**config.mk**
```make
export PLATFORM = sky130hd
export DESIGN_NAME = vscale_csr_host_port_flat
export DESIGN_NICKNAME = d
export VERILOG_FILES = /design/src/rtl/vscale_csr_host_port_pkg.sv /design/src/rtl/vscale_csr_host_port_if.sv /design/src/rtl/vscale_csr_host_port.sv /design/src/flat_wrapper.sv
export SDC_FILE = /design/constraint.sdc
export NUM_CORES = 1
export LEC_CHECK = 0
export ABC_AREA = 1
export ABC_CLOCK_PERIOD_IN_PS = 4150
export BUFFER_PORTS_ARGS = -buffer_cell sky130_fd_sc_hd__buf_2
export CAP_MARGIN = 30
export CELL_PAD_IN_SITES_DETAIL_PLACEMENT = 1
export CELL_PAD_IN_SITES_GLOBAL_PLACEMENT = 2
export CORE_UTILIZATION = 28
export CTS_CLUSTER_SIZE = 25
export DETAILED_ROUTE_END_ITERATION = 16
export PLACE_DENSITY = 0.8
export SLEW_MARGIN = 40
export SYNTH_ARGS = -nofsm -noshare
export SYNTH_HDL_FRONTEND = slang
export SYNTH_SLANG_ARGS = --single-unit
export TNS_END_PERCENT = 1
```
**constraint.sdc**
```tcl
create_clock -name clk -period 4.15 [get_ports clk]
set_input_delay 0.2075 -clock clk [delete_from_list [all_inputs] [get_ports clk]]
set_output_delay 0.2075 -clock clk [all_outputs]
set_load 0.005 [all_outputs]
```
**src/rtl/vscale_csr_host_port_pkg.sv**
```systemverilog
// Shared CSR constants: address map, host-port op and state encodings, read-only field test.
package vscale_csr_host_port_pkg;

    localparam logic [11:0] CSR_ADDR_MSTATUS  = 12'h300;
    localparam logic [11:0] CSR_ADDR_MIE      = 12'h304;
    localparam logic [11:0] CSR_ADDR_MSCRATCH = 12'h340;
    localparam logic [11:0] CSR_ADDR_MCPUID   = 12'hF00;
    localparam logic [11:0] CSR_ADDR_MIMPID   = 12'hF01;

    // Top two address bits equal to this value mark a read-only CSR.
    localparam logic [1:0] CSR_RO_FIELD = 2'b11;

    typedef enum logic [1:0] {
        HOST_OP_READ  = 2'b00,
        HOST_OP_WRITE = 2'b01,
        HOST_OP_SET   = 2'b10,
        HOST_OP_CLEAR = 2'b11
    } host_op_e;

    typedef enum logic [1:0] {
        ST_IDLE = 2'b00,
        ST_RD   = 2'b01,
        ST_WR   = 2'b10,
        ST_RESP = 2'b11
    } host_state_e;

    function automatic logic csr_addr_read_only(input logic [1:0] top_bits);
        return top_bits == CSR_RO_FIELD;
    endfunction

endpackage

```
**src/rtl/vscale_csr_host_port_if.sv**
```systemverilog
// Host request/response handshake bundle for the CSR host port.
interface vscale_csr_host_port_if #(
    parameter int ADDR_W = 12,
    parameter int DATA_W = 32
);
    logic              req_valid;
    logic              req_ready;
    logic [1:0]        req_op;
    logic [ADDR_W-1:0] req_addr;
    logic [DATA_W-1:0] req_wdata;
    logic              resp_valid;
    logic              resp_ready;
    logic [DATA_W-1:0] resp_rdata;
    logic              resp_err;

    modport master (
        output req_valid, req_op, req_addr, req_wdata, resp_ready,
        input  req_ready, resp_valid, resp_rdata, resp_err
    );

    modport slave (
        input  req_valid, req_op, req_addr, req_wdata, resp_ready,
        output req_ready, resp_valid, resp_rdata, resp_err
    );
endinterface

```
**src/rtl/vscale_csr_host_port.sv**
```systemverilog
// Debug-host access to the CSR file: read, write, set or clear one CSR per request.
// Define CSR_HOST_RMW_EN to enable SET/CLEAR; otherwise they return an error without writing.
module vscale_csr_host_port
    import vscale_csr_host_port_pkg::*;
#(
    parameter int ADDR_W = 12,
    parameter int DATA_W = 32
) (
    input  logic                clk,
    input  logic                reset,
    vscale_csr_host_port_if.slave host,
    input  logic                core_csr_busy,
    output logic                host_active,
    output logic [ADDR_W-1:0]   csr_addr,
    output logic                csr_en,
    output logic                csr_wen,
    output logic [DATA_W-1:0]   csr_wdata,
    input  logic [DATA_W-1:0]   csr_rdata,
    input  logic                csr_defined
);

    host_state_e       r_state;
    host_op_e          r_op;
    logic [ADDR_W-1:0] r_addr;
    logic [DATA_W-1:0] r_wdata;
    logic [DATA_W-1:0] r_resp_rdata;
    logic [DATA_W-1:0] r_csr_wdata;
    logic              r_resp_valid;
    logic              r_resp_err;
    logic              r_csr_en;
    logic              r_csr_wen;

    logic              w_req_ready;
    logic              w_accept;
    logic              w_is_rmw;
    logic              w_rmw_blocked;
    logic              w_read_only;
    logic              w_rd_err;
    logic              w_rd_no_write;
    logic [DATA_W-1:0] w_wr_data;

    assign w_req_ready = (r_state == ST_IDLE) && !core_csr_busy;
    assign w_accept    = host.req_valid && w_req_ready;
    assign w_is_rmw    = (r_op == HOST_OP_SET) || (r_op == HOST_OP_CLEAR);

`ifdef CSR_HOST_RMW_EN
    assign w_rmw_blocked = 1'b0;
`else
    assign w_rmw_blocked = w_is_rmw;
`endif

    assign w_read_only   = csr_addr_read_only(r_addr[ADDR_W-1 -: 2]);
    // An undefined CSR faults for every op; read-only and disabled RMW fault only modifying ops.
    assign w_rd_err      = !csr_defined ||
                           ((r_op != HOST_OP_READ) && (w_read_only || w_rmw_blocked));
    assign w_rd_no_write = (r_op == HOST_OP_READ) || (w_is_rmw && (r_wdata == '0));

    always_comb begin
        w_wr_data = r_wdata;
        case (r_op)
            HOST_OP_SET:   w_wr_data = csr_rdata | r_wdata;
            HOST_OP_CLEAR: w_wr_data = csr_rdata & ~r_wdata;
            default:       w_wr_data = r_wdata;
        endcase
    end

    always_ff @(posedge clk or posedge reset) begin
        if (reset) begin
            r_state      <= ST_IDLE;
            r_op         <= HOST_OP_READ;
            r_addr       <= '0;
            r_wdata      <= '0;
            r_resp_rdata <= '0;
            r_csr_wdata  <= '0;
            r_resp_valid <= 1'b0;
            r_resp_err   <= 1'b0;
            r_csr_en     <= 1'b0;
            r_csr_wen    <= 1'b0;
        end else begin
            case (r_state)
                ST_IDLE: begin
                    if (w_accept) begin
                        r_op       <= host_op_e'(host.req_op);
                        r_addr     <= host.req_addr;
                        r_wdata    <= host.req_wdata;
                        r_resp_err <= 1'b0;
                        r_csr_en   <= 1'b1;
                        r_state    <= ST_RD;
                    end
                end
                ST_RD: begin
                    r_resp_rdata <= csr_rdata;
                    r_resp_err   <= w_rd_err;
                    if (w_rd_err || w_rd_no_write) begin
                        r_csr_en     <= 1'b0;
                        r_resp_valid <= 1'b1;
                        r_state      <= ST_RESP;
                    end else begin
                        r_csr_wen   <= 1'b1;
                        r_csr_wdata <= w_wr_data;
                        r_state     <= ST_WR;
                    end
                end
                ST_WR: begin
                    r_csr_en     <= 1'b0;
                    r_csr_wen    <= 1'b0;
                    r_csr_wdata  <= '0;
                    r_resp_valid <= 1'b1;
                    r_state      <= ST_RESP;
                end
                ST_RESP: begin
                    if (host.resp_ready) begin
                        r_resp_valid <= 1'b0;
                        r_state      <= ST_IDLE;
                    end
                end
                default: r_state <= ST_IDLE;
            endcase
        end
    end

    assign host.req_ready  = w_req_ready;
    assign host.resp_valid = r_resp_valid;
    assign host.resp_rdata = r_resp_rdata;
    assign host.resp_err   = r_resp_err;
    assign host_active     = (r_state != ST_IDLE);
    assign csr_addr        = r_addr;
    assign csr_en          = r_csr_en;
    assign csr_wen         = r_csr_wen;
    assign csr_wdata       = r_csr_wdata;

endmodule
```
**src/flat_wrapper.sv**
```systemverilog
// flat-port wrapper written by rule: the top's interface ports become plain ports
module vscale_csr_host_port_flat import vscale_csr_host_port_pkg::*;
#(
    parameter int ADDR_W = 12,
    parameter int DATA_W = 32
)
  (clk, reset, core_csr_busy, host_active, csr_addr, csr_en, csr_wen, csr_wdata, csr_rdata, csr_defined, host_req_valid, host_req_op, host_req_addr, host_req_wdata, host_resp_ready, host_req_ready, host_resp_valid, host_resp_rdata, host_resp_err);
  vscale_csr_host_port_if #(.ADDR_W(ADDR_W), .DATA_W(DATA_W)) host_i ();
  input  logic clk;
  input  logic reset;
  input  logic core_csr_busy;
  output logic host_active;
  output logic [ADDR_W-1:0] csr_addr;
  output logic csr_en;
  output logic csr_wen;
  output logic [DATA_W-1:0] csr_wdata;
  input  logic [DATA_W-1:0] csr_rdata;
  input  logic csr_defined;
  input wire logic [$bits(host_i.req_valid)-1:0] host_req_valid;
  input wire logic [$bits(host_i.req_op)-1:0] host_req_op;
  input wire logic [$bits(host_i.req_addr)-1:0] host_req_addr;
  input wire logic [$bits(host_i.req_wdata)-1:0] host_req_wdata;
  input wire logic [$bits(host_i.resp_ready)-1:0] host_resp_ready;
  output wire logic [$bits(host_i.req_ready)-1:0] host_req_ready;
  output wire logic [$bits(host_i.resp_valid)-1:0] host_resp_valid;
  output wire logic [$bits(host_i.resp_rdata)-1:0] host_resp_rdata;
  output wire logic [$bits(host_i.resp_err)-1:0] host_resp_err;
  assign host_i.req_valid = host_req_valid;
  assign host_i.req_op = host_req_op;
  assign host_i.req_addr = host_req_addr;
  assign host_i.req_wdata = host_req_wdata;
  assign host_i.resp_ready = host_resp_ready;
  assign host_req_ready = host_i.req_ready;
  assign host_resp_valid = host_i.resp_valid;
  assign host_resp_rdata = host_i.resp_rdata;
  assign host_resp_err = host_i.resp_err;
  vscale_csr_host_port #(.ADDR_W(ADDR_W), .DATA_W(DATA_W)) u_core (.clk(clk), .reset(reset), .host(host_i), .core_csr_busy(core_csr_busy), .host_active(host_active), .csr_addr(csr_addr), .csr_en(csr_en), .csr_wen(csr_wen), .csr_wdata(csr_wdata), .csr_rdata(csr_rdata), .csr_defined(csr_defined));
endmodule
```
==> out/results.txt <==
Reg2reg start - u_core.r_state[1]
RSZ-0062 raised after global routing - no
Endpoints failing setup - 0
Critical path type - flip-flop to flip-flop
CTS buffer count - 17
Post-Synth XOR/XNOR Area - 0
Sw Ratio - 0.4114
Post-synth EDFFs - 0
Critical-path cell list - inv_1 -> ha_2 -> inv_1 -> nor2_4 -> nand2_2 -> buf_4 -> nor2_1 -> a21oi_1
Async SR Flop Fraction - 1.000
IO buf count - 165
Final period util - 0.6235
Clk pwr share - 0.230
Ports - 166
Initial core utilization - 0.2868
Seq cells post-synth - 116
Dpl hpwl - 11,370 um
Cells after Synth - 633
DR pass1 iterations - 4
Max incr delay on CP - 0.52 ns
WL/cell - 15.99 um
Critical path arrival - 2.86 ns
Area of the multi-input gates - 1917 um2
Antenna-violating nets left - 0
Min-Delay Path Depth - 3
Synth Area in Compound Gates - 0.07333
Total gr overflow - 0
Final Non-Filler Cells - 1,030
Layout Nets - 878
Tmin final - 2.588 ns
Worst-Skew Late Latency - 0.42 ns
DRC violations left - 0
YS warnings - 0
Synth top area share - 0.5615
FILL cells - 2,219
GRT Total Usage - 0.1832
First-pass GRT wire length - 26,270 um
Register-to-register setup slack - 1.56 ns
Routed WL - 16,470 um
Initial antenna violation count - 0
Diodes inserted - 0
Hold Path Class - input port to flip-flop
Inst Count DP - 998
Pin slew with the least headroom to its limit - 0.7698 ns
Peak VDD IR - 302.2 uV
Synthesized-area fraction occupied by adder cells - 0.01210
Synth Flop Type - dfrtp_1
Pwr Total - 5.940 mW
Post-Synth Simple-Gate Area - 0.2844
F_max - 386.5 MHz
Leak - 3.764 nW
Max clock buf depth - 2
Largest area contributor in the netlist - dfrtp_1
Area contributors post-synth - dfrtp_1 56%, nand2_1 17%, nand3_1 7.7%
Seq/Total Area, Yosys - 0.5615
Pint - 3.496 mW
Die height - 137.9 um
DIE AREA - 19,010 um2
Relative slew slack - 0.4868
PD cells - 882.3 nW/um2
Clock sinks - 116
Worst EP required - 4.43 ns
Hold Startpoint - csr_rdata[3]
Crit-path most repeated cell - inv_1
Final hold vios - 0
Max Cap Viol - 0
Slew Limit Fails - 0
Largest net degree at the start of global routing - 51
Layout cell share with drive strength beyond 1 - 0.2622
Chip Width - 137.9 um
RePlAce Congestion - 0.7664
Setup Skew - 0.01013 ns
NetSw - 2.444 mW
Clock slew at reported path FFs - 0.06 ns
FF-to-FF End - u_core.r_wdata[22]
Yosys cell types - 20
Total core area - 18,020 um2
Sequential power share - 0.345
Commonest cells in the netlist - 234 x nand2_1, 116 x dfrtp_1, 80 x nand3_1, 68 x a21oi_1, 41 x inv_1
CP startpoint kind - flip-flop
Syn_area_per_cell - 8.167 um2
Postcts setup bufs - 0
Synth Net Count - 722
Drt first-iter violations - 161
Register area - 2903 um2
Cell Area, Synth - 5170 um2
Slowest-stage cell, CP - nand2_2
Syn-to-layout area delta - 30.23%
Via count of the routed design - 4,798
CTS tree - done
Site Rows - 49
Comb power frac - 0.425
Post-synthesis mux area share - 0
Main combinational cell family by area after synthesis - simple AND/OR/NAND/NOR gates
H-tree depth - 4
Total Negative Setup Slacks - 0 ns
Vias in the first global route - 5,096
Reg2reg path depth - 8
Clock root buffer - clkbuf_16
Hold Path End - u_core.host.resp_rdata[3]
Status - finished clean
Crit-path max FO - 44
Most numerous cell in the Yosys netlist - nand2_1
Vias per cell - 4.658
Critical path endpoint category - flip-flop
==> logic make-up (layout without fill, tap and decap cells) <==
| logic type | Yosys count | in the layout |
|---|---|---|
| fa+ha+maj | 5 | 5 |
| simple gates | 358 | 358 |
| compound gates | 73 | 73 |
| buf+inv | 81 | 249 |
| flops | 116 | 116 |
==> cell usage in the layout (no fill, tap or decap), types with 6 or more instances in the layout <==
cell type and instances:
buf_2 165, nand2_1 234, buf_4 7, inv_1 40
clkbuf_16 17, nand3_1 80, a21oi_1 68, dfrtp_1 116
clkbuf_8 6, nor2_1 38
==> area by class of cell <==
cell class,instances,share of cell area
timing repair buffer,175,0.1364
clock buffer,28,0.07824
tap,229,0.04256
clock inverter,3,0.002602
inverter,43,0.02434
multi-input combinational,436,0.2847
sequential,116,0.4311
==> state kept, by name, summed over array words and instances, names as in the netlist <==
| name | flops |
|---|---|
| u_core.csr_addr | 12 |
| u_core.csr_en | 1 |
| u_core.csr_wdata | 32 |
| u_core.csr_wen | 1 |
| u_core.host.resp_err | 1 |
| u_core.host.resp_rdata | 32 |
| u_core.host.resp_valid | 1 |
| u_core.r_op | 2 |
| u_core.r_state | 2 |
| u_core.r_wdata | 32 |
==> critical path: cells and delay by family (launching register included) <==
family	cells	cell delay, ns
AOI/OAI and AO/OA	1	0.06
adders and majority gates	1	0.22
buffers and inverters	3	0.71
DFF	1	0.40
and+or+nand+nor	3	1.01
==> power by group through the flow <==
stage	combinational, mW	clock (mW)	sequential (mW)
after global routing	2.92	1.45	2.13
after CTS	2.60	1.40	2.06
after detailed placement	2.59	0	2.07
final	2.53	1.36	2.05
after floorplan	1.66	0	2.01
after global placement	2.44	0	2.06
==> through the flow <==
stage | area (um2) | util | setup slack (ns) | hold WS, ns
after floorplan | 5170 | - | 0.8701 | 0.3200
after global placement | 6148 | 0.3411 | 1.654 | 0.3539
after detailed placement | 6178 | 0.3428 | 1.550 | 0.3564
after CTS | 6733 | 0.3735 | 1.541 | 0.001268
after global routing | 6733 | 0.3735 | 1.339 | 0.007781
final | 6733 | 0.3735 | 1.563 | 0.01863
==> worst max-delay path by stage <==
stage | to | slack (ns) | start | depth (start not counted)
2_1_floorplan | u_core.csr_addr[0] | 0.87 | reset | 1
6_report | u_core.r_wdata[22] | 1.56 | u_core.r_state[1] | 8
3_5_place_dp | u_core.r_wdata[22] | 1.55 | u_core.r_state[1] | 8
3_3_place_gp | u_core.csr_wdata[4] | 1.65 | u_core.r_state[1] | 7
4_1_cts | u_core.r_wdata[22] | 1.54 | u_core.r_state[1] | 8
5_1_grt | u_core.r_wdata[22] | 1.34 | u_core.r_state[1] | 8
==> timing repair <==
action,4_1_cts,5_1_grt
hold endpoints to repair,48,0
resized for setup,0,0
setup endpoints to repair,0,0
hold buffers,1,0
==> per-layer routing <==
layer	share of wire	track usage	vias up	wire, um
met2	0.47	0.3039	126	7791
met1	0.46	0.2321	2341	7616
met3	0.046	0.03947	21	758
met5	0	0	-	0
li1	-	-	2310	-
met4	0.018	0.07005	0	301
(Power assumes the default switching activity.)
